`src/rtl/alu_op_sequencer.sv`:
```
// Sequences the ALU datapath controls and register writeback for one operation at a time.
// Define ALU_OP_SEQUENCER_PIPE_EN to accept the next request during writeback (back-to-back issue).
module alu_op_sequencer #(
    parameter int TAM = 16
) (
    input  logic       clk,
    input  logic       rst,
    input  logic       op_valid,
    output logic       op_ready,
    input  logic [2:0] op_code,
    input  logic [3:0] op_ra,
    input  logic [3:0] op_rb,
    input  logic [3:0] op_rd,
    output logic [3:0] sel_a,
    output logic [3:0] sel_b,
    output logic       cmp2,
    output logic       incdec,
    output logic [1:0] alu_fn,
    output logic       alu_cin,
    output logic       tmp_we,
    output logic       wb_en,
    output logic [3:0] wb_addr,
    output logic       busy,
    output logic       err
);

    localparam int IDX_W = 4;
    localparam logic [IDX_W-1:0] TMP_IDX = 4'hF;

    localparam logic [2:0] OP_ADD = 3'b000;
    localparam logic [2:0] OP_SUB = 3'b001;
    localparam logic [2:0] OP_INC = 3'b010;
    localparam logic [2:0] OP_DEC = 3'b011;
    localparam logic [2:0] OP_AND = 3'b100;
    localparam logic [2:0] OP_OR  = 3'b101;
    localparam logic [2:0] OP_NOT = 3'b110;
    localparam logic [2:0] OP_RSV = 3'b111;

    localparam logic [1:0] FN_ADD = 2'b00;
    localparam logic [1:0] FN_AND = 2'b01;
    localparam logic [1:0] FN_OR  = 2'b10;
    localparam logic [1:0] FN_NOT = 2'b11;

`ifdef ALU_OP_SEQUENCER_PIPE_EN
    localparam bit PIPE_EN = 1'b1;
`else
    localparam bit PIPE_EN = 1'b0;
`endif

    // The datapath has to be at least as wide as a register index.
    if (TAM < IDX_W) begin : g_tam_check
        $error("alu_op_sequencer: TAM must be at least %0d", IDX_W);
    end

    typedef enum logic [1:0] {
        IDLE,
        EXEC1,
        EXEC2,
        WB
    } state_t;

    typedef struct packed {
        logic [IDX_W-1:0] sel_a;
        logic [IDX_W-1:0] sel_b;
        logic             cmp2;
        logic             incdec;
        logic [1:0]       alu_fn;
        logic             alu_cin;
        logic             tmp_we;
        logic             wb_en;
        logic [IDX_W-1:0] wb_addr;
        logic             busy;
    } ctrl_t;

    state_t           state_q, state_d;
    logic [2:0]       code_q, code_d;
    logic [IDX_W-1:0] ra_q, ra_d;
    logic [IDX_W-1:0] rb_q, rb_d;
    logic [IDX_W-1:0] rd_q, rd_d;
    ctrl_t            ctrl_q, ctrl_d;
    logic             err_q, err_d;
    logic             accept;

    // First execute cycle; SUB forms ~rb into the temp register here.
    function automatic ctrl_t exec1_ctrl(input logic [2:0] code,
                                         input logic [IDX_W-1:0] ra,
                                         input logic [IDX_W-1:0] rb);
        ctrl_t c;
        c      = '0;
        c.busy = 1'b1;
        case (code)
            OP_ADD: begin
                c.sel_a  = ra;
                c.sel_b  = rb;
                c.alu_fn = FN_ADD;
            end
            OP_AND: begin
                c.sel_a  = ra;
                c.sel_b  = rb;
                c.alu_fn = FN_AND;
            end
            OP_OR: begin
                c.sel_a  = ra;
                c.sel_b  = rb;
                c.alu_fn = FN_OR;
            end
            OP_NOT: begin
                c.sel_a  = ra;
                c.alu_fn = FN_NOT;
            end
            OP_INC: begin
                c.sel_a  = ra;
                c.incdec = 1'b1;
                c.alu_fn = FN_ADD;
            end
            OP_DEC: begin
                c.sel_b  = ra;
                c.cmp2   = 1'b1;
                c.alu_fn = FN_ADD;
            end
            OP_SUB: begin
                c.sel_a  = rb;
                c.alu_fn = FN_NOT;
                c.tmp_we = 1'b1;
            end
            default: ;
        endcase
        return c;
    endfunction

    // Second SUB cycle: ra + temp(~rb) + 1.
    function automatic ctrl_t exec2_ctrl(input logic [IDX_W-1:0] ra);
        ctrl_t c;
        c         = '0;
        c.busy    = 1'b1;
        c.sel_a   = ra;
        c.sel_b   = TMP_IDX;
        c.alu_fn  = FN_ADD;
        c.alu_cin = 1'b1;
        return c;
    endfunction

    assign op_ready = (state_q == IDLE) || (PIPE_EN && (state_q == WB));
    assign accept   = op_valid && op_ready;

    always_comb begin
        state_d = state_q;
        code_d  = code_q;
        ra_d    = ra_q;
        rb_d    = rb_q;
        rd_d    = rd_q;
        err_d   = 1'b0;

        case (state_q)
            IDLE:    state_d = IDLE;
            EXEC1:   state_d = (code_q == OP_SUB) ? EXEC2 : WB;
            EXEC2:   state_d = WB;
            WB:      state_d = IDLE;
            default: state_d = IDLE;
        endcase

        // Accept only happens in IDLE, or in WB when back-to-back issue is enabled.
        if (accept) begin
            code_d = op_code;
            ra_d   = op_ra;
            rb_d   = op_rb;
            rd_d   = op_rd;
            if (op_code == OP_RSV) begin
                err_d   = 1'b1;
                state_d = IDLE;
            end else begin
                state_d = EXEC1;
            end
        end
    end

    // Outputs are computed for the upcoming state so they can be registered directly.
    always_comb begin
        ctrl_d = '0;
        case (state_d)
            EXEC1: ctrl_d = exec1_ctrl(code_d, ra_d, rb_d);
            EXEC2: ctrl_d = exec2_ctrl(ra_d);
            WB: begin
                ctrl_d = (code_d == OP_SUB) ? exec2_ctrl(ra_d)
                                            : exec1_ctrl(code_d, ra_d, rb_d);
                ctrl_d.wb_en   = 1'b1;
                ctrl_d.wb_addr = rd_d;
            end
            default: ctrl_d = '0;
        endcase
    end

    always_ff @(posedge clk or posedge rst) begin
        if (rst) begin
            state_q <= IDLE;
            code_q  <= '0;
            ra_q    <= '0;
            rb_q    <= '0;
            rd_q    <= '0;
            ctrl_q  <= '0;
            err_q   <= 1'b0;
        end else begin
            state_q <= state_d;
            code_q  <= code_d;
            ra_q    <= ra_d;
            rb_q    <= rb_d;
            rd_q    <= rd_d;
            ctrl_q  <= ctrl_d;
            err_q   <= err_d;
        end
    end

    assign sel_a   = ctrl_q.sel_a;
    assign sel_b   = ctrl_q.sel_b;
    assign cmp2    = ctrl_q.cmp2;
    assign incdec  = ctrl_q.incdec;
    assign alu_fn  = ctrl_q.alu_fn;
    assign alu_cin = ctrl_q.alu_cin;
    assign tmp_we  = ctrl_q.tmp_we;
    assign wb_en   = ctrl_q.wb_en;
    assign wb_addr = ctrl_q.wb_addr;
    assign busy    = ctrl_q.busy;
    assign err     = err_q;

    a_operand_force_exclusive: assert property (@(posedge clk) disable iff (rst) !(cmp2 && incdec));
    a_tmp_wb_exclusive: assert property (@(posedge clk) disable iff (rst) !(tmp_we && wb_en));

endmodule

```
`config.mk`:
```
export PLATFORM = sky130hd
export DESIGN_NAME = alu_op_sequencer
export DESIGN_NICKNAME = d
export VERILOG_FILES = /design/src/rtl/alu_op_sequencer.sv
export SDC_FILE = /design/constraint.sdc
export NUM_CORES = 1
export LEC_CHECK = 0
export BUFFER_PORTS_ARGS = -buffer_cell sky130_fd_sc_hd__buf_2
export CAP_MARGIN = 20
export CORE_UTILIZATION = 51
export DETAILED_ROUTE_END_ITERATION = 12
export HOLD_SLACK_MARGIN = 0.08
export PLACE_DENSITY = 0.87
export SKIP_CTS_REPAIR_TIMING = 1
export SYNTH_ARGS = -nofsm -noshare
export SYNTH_HDL_FRONTEND = slang
export SYNTH_SLANG_ARGS = --single-unit
```
`constraint.sdc`:
```
create_clock -name clk -period 2.4 [get_ports clk]
set_input_delay 0.24 -clock clk [delete_from_list [all_inputs] [get_ports clk]]
set_output_delay 0.24 -clock clk [all_outputs]
set_load 0.02 [all_outputs]
```
======== After elaboration in Yosys (flattened, before gate mapping) ========
Cells that the tools add are included.
cells by class
  equality and inequality tests ........... 14
  multiplexer cells ....................... 20
  reductions and logical operators ........ 7
operator list
  cell                count
  $pmux 20 s3         1
  $mux 20             1
  $pmux 2 s3          3
  $mux 4              4
  $pmux 4 s2          2
  $eq 3x3->1 const B  4
  $eq 2x2->1 const B  4
  $mux 1              7
  $eq 3x1->1 const B  2
  $eq 3x2->1 const B  2
  $reduce_or 5->1     1
  $eq 2x1->1 const B  2
  $reduce_or 2->1     2
  $logic_not 3->1     1
  $mux 3              1
  $reduce_or 3->1     1
  $logic_not 2->1     1
  $mux 2              1
  $logic_and 1x1->1   1
storage, ports and cells
  register bits after elaboration ......... 38
  input port bits ......................... 18
  output and inout port bits .............. 22
  word-level logic and storage cells ...... 57

======== Depth between registers and ports, before layout ========
  depth after elaboration ................. 8
  mapped depth ............................ 9
  depth with buffers taken out ............ 8

======== Least setup slack after synthesis ========
Ideal clock, no wire load.
  path type ............................... register to register
  start point ............................. register state_q[0]
  end point ............................... register ctrl_q (netlist bit sel_b[3])
  setup time .............................. 74 ps
  data arrival time ....................... 1,904 ps
  required time ........................... 2,326 ps
  slack ................................... 422 ps
  stages on the path, launching flop included .. 8
  buffers on the path ..................... 0
  clock period less this slack ............ 1,978 ps
  cell sequence ........................... dfrtp_1 -> inv_1 -> ha_1 -> and2_4 -> mux2_4 -> or2_4 -> o22a_1 -> o21ai_2
RTL lines
  what                      RTL line  RTL
  start: declaration        75        state_t state_q, state_d;
  start signal: assignment  203       state_q <= state_d;
  end signal: assignment    208       ctrl_q <= ctrl_d;
  end: declaration          80        ctrl_t ctrl_q, ctrl_d;

==> flow_summary_export.csv <==
group,metric,value,unit
outcome,failing_checks,"design-rule violations",
synthesis,netlist-cell-type-count,34,
clock_tree,worst_path_clk_slew,0.10,ns
die,io_pins,40,
power,clock_power_share,18.0,%
die,floorplan.initialDensity,55.92,%
power,power.combinational.fraction,48.4,%
drt,wire_per_inst,15.13,um
synthesis,postSynthNetCount,150,
final_layout,final.fill_count,216,
synthesis,ys_top_cells_by_area,"dfrtp_1, mux2i_1, inv_1",
final_layout,area_delta_synth_final,21.80,%
synthesis,synth_edf_count,0,
min_path,min_from,"op_rd[1]",
worst_setup_path,cp_startpoint,"state_q[0]",
sta,final_worst_path_cycle_share,90.81,%
worst_setup_path,end_kind,"flip-flop",
grt,total_routing_usage_reported_by_global_routing,21.56,%
worst_setup_path,critPathArrivalTime,2.44,ns
drt,remaining_drc_errors,2,
synthesis,synth.yosys.warnings,0,
power,leakage_power_of_the_design,0.001037,uW
power,pwr-share-seq,33.6,%
sta,final.setup.tns,0,ns
place,place_congestion,0.8413,
synthesis,yosys.area.top_type_share,59.61,%
sta,setup_repair_after_global_routing_missed_its_margin,"false",
drt,detailroute.via_count,1123,
drt,drt_iter0_drc,25,
die,design.core.area,0.002853,mm^2
die,die_area,0.003356,mm^2
power,switching_share,39.21,%
clock_tree,cts_tree,"built",
sta,worst_clock_skew,0.002002,ns
final_layout,antenna_cells,0,
sta,post-route-worst-setup-slack,0.2205,ns
worst_setup_path,critical_path.startpoint_type,"flip-flop",
synthesis,syn-cell-area,0.001595,mm^2
sta,headroom_to_the_max_slew_limit,69.87,%
place,detailed_place_hpwl,2340,um
power,post-layout-total-power,3038,uW
synthesis,synth.yosys.seq_area_share,59.61,%
min_path,hold_path_class,"in2reg",
grt,grt_first_pass_wirelength,5257,um
synthesis,synth_seq_cells,38,
drt,ant_nets,0,
drt,viasPerCell,5.425,
grt,grt_pass1_vias,1159,
clock_tree,clock_latency,0.33,ns
grt,grt_start_max_net_pins,39,
die,die_w,57.93,um
worst_setup_path,worst-endpoint-required,2.66,ns
final_layout,final_common_cell,"buf_2",
worst_setup_path,crit_type,"reg2reg",
synthesis,syn_area_per_cell,12.37,um^2
power,internal_pwr_total,1847,uW
synthesis,yosysTopAreaCell,"dfrtp_1",
sta,hold_viol,0,
synthesis,netlist_instances,129,
worst_setup_path,rr_startpoint,"state_q[0]",
power,worst_ir_drop_vdd,0.0007051,V
worst_setup_path,cp_max_fo,12,
power,power.density,1564,mW/mm^2
final_layout,num-nets-final,196,
outcome,run_status,"finished with violations",
clock_tree,cts.path.max_buffers,2,
place,numPortBuffers,39,
job,drv_cap,0,
clock_tree,clock_tree_root_buffer_cell,"clkbuf_4",
sta,max_freq,0.4588,GHz
sta,worst_pin_slew,0.4520,ns
clock_tree,ctsHtreeMaxLevel,2,
die,placement_rows,19,
sta,drv_slew,0,
place,dp_worst_setup_slack,0.2793,ns
power,p_sw,1191,uW
drt,drt_pass_1_iters,10,
sta,finalWorstPathRequiredPeriod,2.179,ns
drt,final_routed_wirelength,3132,um
sta,number_of_setup_violations_in_the_final_report,0,
synthesis,synth_async_sr_flop_share,100.0,%
synthesis,synth_top_flop_cell,"dfrtp_1",
clock_tree,cts_made_buffers,5,
die,die_height,57.93,um
grt,globalRoute.totalOverflow,0,
final_layout,mostFrequentLayoutCells,"buf_2, dfrtp_1, inv_1",
clock_tree,cts_sinks,38,
final_layout,final_core_util,68.11,%
grt,antenna_found_initial,0,
final_layout,drive_gt1_share,35.80,%
## through the flow
stage          cell area, um^2  hold slack, ns  std cells
5_1_grt                   1943          0.1304        207
2_1_floorplan             1595          0.3971        129
4_1_cts                   1933       -0.004526        206
6_report                  1943          0.1542        207
3_3_place_gp              1822          0.3563        198
3_5_place_dp              1822          0.3664        198
## kinds of logic after synthesis
kind of cell,after synthesis,synth area share [%]
flops,38,59.61
simple gates,34,12.24
compound gates,21,10.98
buf+inv,18,4.705
mux,15,10.12
fa+ha+maj,3,2.353
## critical path: stages, from the launching register on
cell and delay (ns):
dfrtp_1 0.40, inv_1 0.10, ha_1 0.29, and2_4 0.30, mux2_4 0.35, or2_4 0.28, o22a_1 0.25, o21ai_2 0.14
## routing by layer
metal / wire length (um) / track usage, % / vias up / part of all wire [%]
met2: 1571 / 33.50 / 46 / 50
met3: 163 / 6.696 / 12 / 5.2
met5: 0 / 0 / - / 0
met4: 81 / 11.22 / 0 / 2.6
met1: 1316 / 27.26 / 532 / 42
li1: - / - / 533 / -
## state kept, by name, indices dropped and copies added, names as in the netlist, 2 cells and up
register  cells
rd_q          4
ra_q          4
alu_fn        2
wb_addr       4
rb_q          4
sel_a         4
state_q       2
code_q        3
sel_b         4
## cell usage after synthesis, types with 2 or more instances
cell type	instances
nand3b_1	2
o22ai_1	3
nand2b_1	5
nor2_1	8
inv_1	15
mux2i_1	9
ha_1	3
and3_1	4
nand3_1	2
o21ai_2	2
nand2_1	5
o21ai_1	5
o22a_1	4
dfrtp_1	38
mux2_2	5
## final timing paths
kind	end	slack (ns)	cells after the start
min in group asynchronous	rd_q[3]	0.54	4
max reg2reg	sel_b[3]	0.22	7
max in group asynchronous	state_q[0]	1.54	4
min	rd_q[1]	0.15	2
min reg2reg	rd_q[2]	0.51	1
max	sel_b[3]	0.22	7
## power by group through the flow
stage	clock [uW]	combinational, uW	sequential (uW)
4_1_cts	562	1460	1020
3_5_place_dp	0	1460	1030
5_1_grt	591	1610	1040
2_1_floorplan	0	948	1160
6_report	546	1470	1020
3_3_place_gp	0	1390	1010
## layout make-up
type                            instances  area [um^2]  share of cell area, %
Multi-Input combinational cell         73        569.3                  29.30
Sequential cell                        38        950.9                  48.94
Tap cell                               31        38.79                  1.996
Clock inverter                          2        60.06                  3.091
Timing Repair Buffer                   41        212.7                  10.95
Inverter                               16        60.06                  3.091
Clock buffer                            6        51.30                  2.640
(Power assumes the default switching activity.)
